### config.mk
export PLATFORM = sky130hd
export DESIGN_NAME = synch_toggle_bank
export DESIGN_NICKNAME = d
export VERILOG_FILES = /design/src/rtl/synch_toggle_bank.sv
export SDC_FILE = /design/constraint.sdc
export NUM_CORES = 1
export LEC_CHECK = 0
export BUFFER_PORTS_ARGS = -buffer_cell sky130_fd_sc_hd__buf_2
export CAP_MARGIN = 20
export CORE_ASPECT_RATIO = 2
export CORE_UTILIZATION = 39
export DETAILED_ROUTE_END_ITERATION = 8
export SETUP_SLACK_MARGIN = 0.5
export SLEW_MARGIN = 20
export SYNTH_ARGS = -nofsm -noshare
export SYNTH_HDL_FRONTEND = slang
export SYNTH_SLANG_ARGS = --single-unit
export TNS_END_PERCENT = 10
### constraint.sdc
create_clock -name clk -period 8.2 [get_ports clk]
set_input_delay 1.64 -clock clk [delete_from_list [all_inputs] [get_ports clk]]
set_output_delay 1.64 -clock clk [all_outputs]
set_load 0.01 [all_outputs]
### src/rtl/synch_toggle_bank.sv
// synch_toggle_bank: multi-channel toggle-event generator used to drive
// synchronisation tests.
//
// Each channel inverts its WIDTH-bit output every P cycles, N times, and
// flips a per-channel change flag on every inversion. A shared session
// watchdog ends a run that exceeds the latched timeout. all_done reports
// that a session finished normally.
//
// Ports:
//   clk, reset          clock; async active-high reset
//   start[CHANNELS]     per-channel start request
//   period, count       flat per-channel P / N fields, sampled on accepted start
//   timeout             watchdog limit, sampled when the session arms (0 = off)
//   abort               stop all channels, drop same-edge starts
//   sig_out             flat per-channel output vectors
//   changed             per-channel change flag (inverts on each toggle)
//   busy                per-channel RUN indication
//   all_done            session completed normally (level)
//   timed_out           session ended by watchdog (sticky level)

module synch_toggle_chan #(
  parameter int WIDTH    = 2,
  parameter int PERIOD_W = 8,
  parameter int COUNT_W  = 8
) (
  input  logic                clk,
  input  logic                reset,
  input  logic                start,   // already gated by abort at the top
  input  logic                kill,    // abort or watchdog expiry
  input  logic [PERIOD_W-1:0] period,
  input  logic [COUNT_W-1:0]  count,
  output logic [WIDTH-1:0]    sig,
  output logic                chg,
  output logic                busy,
  output logic                arm_req, // start accepted with N>0 this edge
  output logic                live     // still running after this edge
);
  typedef enum logic {C_IDLE, C_RUN} cst_t;
  cst_t                state;
  logic [PERIOD_W-1:0] p_lat, timer;
  logic [COUNT_W-1:0]  rem;
  logic                expire, last;

  assign busy    = (state == C_RUN);
  assign expire  = busy && (timer == PERIOD_W'(1));
  assign last    = expire && (rem == COUNT_W'(1));
  assign live    = busy && !last;
  assign arm_req = start && !busy && (count != '0);

  always_ff @(posedge clk or posedge reset) begin
    if (reset) begin
      state <= C_IDLE;
      p_lat <= '0;
      timer <= '0;
      rem   <= '0;
      sig   <= '0;
      chg   <= 1'b0;
    end else if (kill) begin
      // outputs hold their value; no toggle on the kill edge
      state <= C_IDLE;
    end else begin
      case (state)
        C_IDLE: if (arm_req) begin
          // period 0 behaves as period 1
          p_lat <= (period == '0) ? PERIOD_W'(1) : period;
          timer <= (period == '0) ? PERIOD_W'(1) : period;
          rem   <= count;
          state <= C_RUN;
        end
        C_RUN: begin
          if (expire) begin
            sig   <= ~sig;
            chg   <= ~chg;
            timer <= p_lat;
            rem   <= rem - COUNT_W'(1);
            if (last) state <= C_IDLE;
          end else begin
            timer <= timer - PERIOD_W'(1);
          end
        end
        default: state <= C_IDLE;
      endcase
    end
  end
endmodule

module synch_toggle_bank #(
  parameter int CHANNELS  = 4,
  parameter int WIDTH     = 2,
  parameter int PERIOD_W  = 8,
  parameter int COUNT_W   = 8,
  parameter int TIMEOUT_W = 16
) (
  input  logic                         clk,
  input  logic                         reset,
  input  logic [CHANNELS-1:0]          start,
  input  logic [CHANNELS*PERIOD_W-1:0] period,
  input  logic [CHANNELS*COUNT_W-1:0]  count,
  input  logic [TIMEOUT_W-1:0]         timeout,
  input  logic                         abort,
  output logic [CHANNELS*WIDTH-1:0]    sig_out,
  output logic [CHANNELS-1:0]          changed,
  output logic [CHANNELS-1:0]          busy,
  output logic                         all_done,
  output logic                         timed_out
);
  typedef enum logic {S_IDLE, S_ARMED} sst_t;
  sst_t                 sess;
  logic [TIMEOUT_W-1:0] to_lat, wd;
  logic [CHANNELS-1:0]  arm_req, live;
  logic                 to_fire, kill;

  // A channel finishing on the expiry edge does not count as still busy,
  // so a final toggle coinciding with the limit completes normally.
  assign to_fire = (sess == S_ARMED) && (to_lat != '0) &&
                   (wd == to_lat - TIMEOUT_W'(1)) && (|live);
  assign kill    = abort | to_fire;

  for (genvar c = 0; c < CHANNELS; c++) begin : g_ch
    synch_toggle_chan #(
      .WIDTH(WIDTH), .PERIOD_W(PERIOD_W), .COUNT_W(COUNT_W)
    ) u_ch (
      .clk     (clk),
      .reset   (reset),
      .start   (start[c] & ~abort),
      .kill    (kill),
      .period  (period[c*PERIOD_W +: PERIOD_W]),
      .count   (count[c*COUNT_W +: COUNT_W]),
      .sig     (sig_out[c*WIDTH +: WIDTH]),
      .chg     (changed[c]),
      .busy    (busy[c]),
      .arm_req (arm_req[c]),
      .live    (live[c])
    );
  end

  always_ff @(posedge clk or posedge reset) begin
    if (reset) begin
      sess      <= S_IDLE;
      to_lat    <= '0;
      wd        <= '0;
      all_done  <= 1'b0;
      timed_out <= 1'b0;
    end else if (abort) begin
      sess     <= S_IDLE;
      all_done <= 1'b0;
    end else if (sess == S_IDLE) begin
      if (|arm_req) begin
        sess      <= S_ARMED;
        all_done  <= 1'b0;
        timed_out <= 1'b0;
        to_lat    <= timeout;
        wd        <= '0;
      end
    end else begin
      if (to_fire) begin
        sess      <= S_IDLE;
        timed_out <= 1'b1;
      end else if (~|busy && ~|arm_req) begin
        sess     <= S_IDLE;
        all_done <= 1'b1;
      end else if (wd != '1) begin
        wd <= wd + TIMEOUT_W'(1);
      end
    end
  end
endmodule
==> run metrics <==
maximum VDD drop 0.151 mV; Critical Path Fanout Max 23; largest net degree at the start of global routing 88; Die Y about 220 microns; final setup vio count 0; post-synthesis compound-gate area fraction between 20% and 30%; WP data required 8.49 ns; H-tree depth 4; Finished Layout Cells roughly 1300; DRT antenna net count 0; skew final 0.0108 ns; WP buf/inv 2; fmax ~230 MHz; post-synthesis register bit count ~150; main combinational cell family by area after synthesis compound AO/OA/AOI/OAI gates; number of max-cap violations 0; Synth warnings 0; Syn-to-layout area delta 14.4%; clock latency at the later pin of the worst-skew pair between 0.4 and 0.5 ns; Slew HR around 46%; Reg clk slew, reported paths about 0.060 ns; TritonCTS buffer count 17; most instantiated cells after synthesis dfrtp_1 (147), nand2_1 (90), o21ai_0 (90); Initial Util roughly two fifths; Routability Congestion between 0.8 and 0.9; count leader, synth dfrtp_1; Detailed Route WL between 20000 and 25000 microns; initial antenna violation count 2; DRT iter0 DRCs roughly 370; Yosys top cell area share 41.1%; via count 7707; Detail Placement HPWL between 15000 and 20000 microns; hold crit path type reg2reg; P_leak 0.00441 uW; WS Path Type reg2reg; Routed WL per cell about 19 microns; Post-Syn Instances 967; die width between 100 and 150 microns; syn avg cell area around 9.2 sq um; Synth Flop Type dfrtp_1; hold buffers post-CTS 0; Synth area leaders dfrtp_1 (41%), mux2_2 (5.7%), o21ai_0 (5.0%); full die area roughly 0.024 sq mm; min cycle time layout ~4.4 ns; Fill cells roughly 2200; Final Hold Fails 0; mux contribution to synthesized area 7.93%; asr flop ratio synth 100%; number of global-route vias before repair about 8000; slowest CP cell or3_1; Post-Synth XOR/XNOR Area about 3.9%; Yosys top cell by area dfrtp_1; drt first pass iters 5; gr usage total roughly 23%; Synth cell types 76; IO Port Bufs 104; synthesized area roughly 0.009 sq mm; # rows slightly below 80; crit path capture type flip-flop; postcts setup bufs 0; fin crit share between 50% and 60%; arrival time at the worst endpoint approximately 4.7 ns; sequential area share after synthesis around 41%; Post-Synth Simple-Gate Area a little under a fifth; IO Pins 105; DRC 0; CTS tree yes; CP Launch Type flip-flop; Final nets approximately 1100; power per cell area around 250 mW/mm^2; Worst path top cell family by delay simple AND/OR/NAND/NOR gates; via/cell ratio about 5.8; crit-path cells inv_1, ha_1, or3b_2, nor4b_2, xnor2_1, nand4_1, nand4b_1, o21ai_2, buf_4, or3_1, o21ai_0; share of post-route cells with drive strength above 1 between 20% and 30%; global-route wire length before repair 40400 microns; outcome finished clean; core area ~0.023 sq mm; Setup TNS 0 ns; adder-cell share of the synthesized area 2.66%; Hold WS between 0.4 and 0.5 ns; Syn Nets around 1100; measured slew at the worst slew-check pin between 0.8 and 0.9 ns; number of synthesized flops with an enable pin 0; gr ovfl total 0; unrepaired setup endpoints after global routing false; Clk Tree Root Cell clkbuf_16; Sink Count roughly 150; CTS max path bufs 2; cts repair resizes 0; max-slew violation count 0; max incr delay on CP just under 0.6 ns; Post-Place Cells approximately 1300
==> registers in the layout (all words and copies together) (netlist names) <==
name / flops
wd: 16
timed_out: 1
g_ch.u_ch.rem: 32
sess: 1
to_lat: 16
g_ch.u_ch.p_lat: 32
g_ch.u_ch.chg: 4
g_ch.u_ch.sig: 8
all_done: 1
g_ch.u_ch.timer: 32
g_ch.u_ch.busy: 4
==> cells by family after synthesis <==
group                    after synthesis
AO/OA/AOI/OAI                        268
AND/OR/NAND/NOR                      329
flip-flops                           147
XOR/XNOR                              40
buffers and inverters                 99
multiplexers                          65
adder cells (fa/ha/maj)               19
==> layout by cell type (no fill, tap or decap), types with 8 or more instances in the layout <==
master and count:
nor2_1 63, mux2_2 45, nand3_1 34, or4_1 13
inv_1 38, ha_1 19, o31ai_2 9, dfrtp_1 147
nand2b_1 11, nor3_1 32, mux2i_1 18, clkbuf_16 17
buf_4 10, xnor2_1 18, xor2_1 22, or3_1 12
buf_2 104, a21oi_1 39, nand2_1 90, o31ai_1 10
o21ai_0 90, o22a_1 8, nand4_1 8, a21o_1 10
a211o_1 10, a31oi_1 14, nor4_1 25
==> metal layers <==
metal  track usage (%)  vias up  wire (microns)
li1                  -     3709               -
met1              23.2     3767            9140
met2              41.3      172           13700
met3              4.39       59             771
met4              12.9        0            1220
met5                 0        -               0
==> worst register-to-register path, cell delays in order (launching register included) <==
cell	delay, ns
dfrtp_1	0.43
inv_1	0.12
ha_1	0.28
or3b_2	0.58
nor4b_2	0.31
xnor2_1	0.17
nand4_1	0.16
nand4b_1	0.49
o21ai_2	0.53
buf_4	0.34
or3_1	0.60
o21ai_0	0.21
==> path summary, 6_finish.rpt <==
kind                                               from                               to  slack [ns]  cells past startpoint
max reg2reg                       to_lat[0]$_DFFE_PP0P_                wd[2]$_DFFE_PP0P_        3.83                     11
min                        g_ch[1].u_ch.chg$_DFFE_PP0P_     g_ch[1].u_ch.chg$_DFFE_PP0P_        0.46                      1
max in group asynchronous                         reset  g_ch[2].u_ch.sig[0]$_DFFE_PP0P_        5.51                      3
min in group asynchronous                         reset  g_ch[0].u_ch.sig[1]$_DFFE_PP0P_        1.35                      2
max                               to_lat[0]$_DFFE_PP0P_                wd[2]$_DFFE_PP0P_        3.83                     11
min reg2reg                g_ch[1].u_ch.chg$_DFFE_PP0P_     g_ch[1].u_ch.chg$_DFFE_PP0P_        0.46                      1
==> through the flow <==
step | setup WS, ns | total power (uW) | utilization, % | cell area [sq um]
floorplan | 2.61 | 1560 | - | 8940
global route | 3.48 | 2760 | 45.4 | 10200
finish | 3.83 | 2600 | 45.4 | 10200
CTS | 3.85 | 2620 | 45.3 | 10200
detailed placement | 3.56 | 1760 | 42.6 | 9600
global placement | 3.62 | 1750 | 42.6 | 9600
==> cell type report <==
type,count,area [sq um],share of cell area [%]
multi-input cells,721,4820,47.1
clock buffers,19,443,4.33
diodes,2,5.00,0.0489
flip-flops and latches,147,3680,36.0
repair buffers,114,596,5.82
clock inverters,13,181,1.77
well taps,280,350,3.43
inverters,39,151,1.48
==> power breakdown <==
group          leakage [uW]  switching [uW]  internal (uW)  total, uW
logic               0.00230             358            306        664
clock network      0.000304             326            517        843
registers           0.00180             190            899       1090
total               0.00441             874           1720       2600
Note: power is estimated with default switching activity, not from simulation.
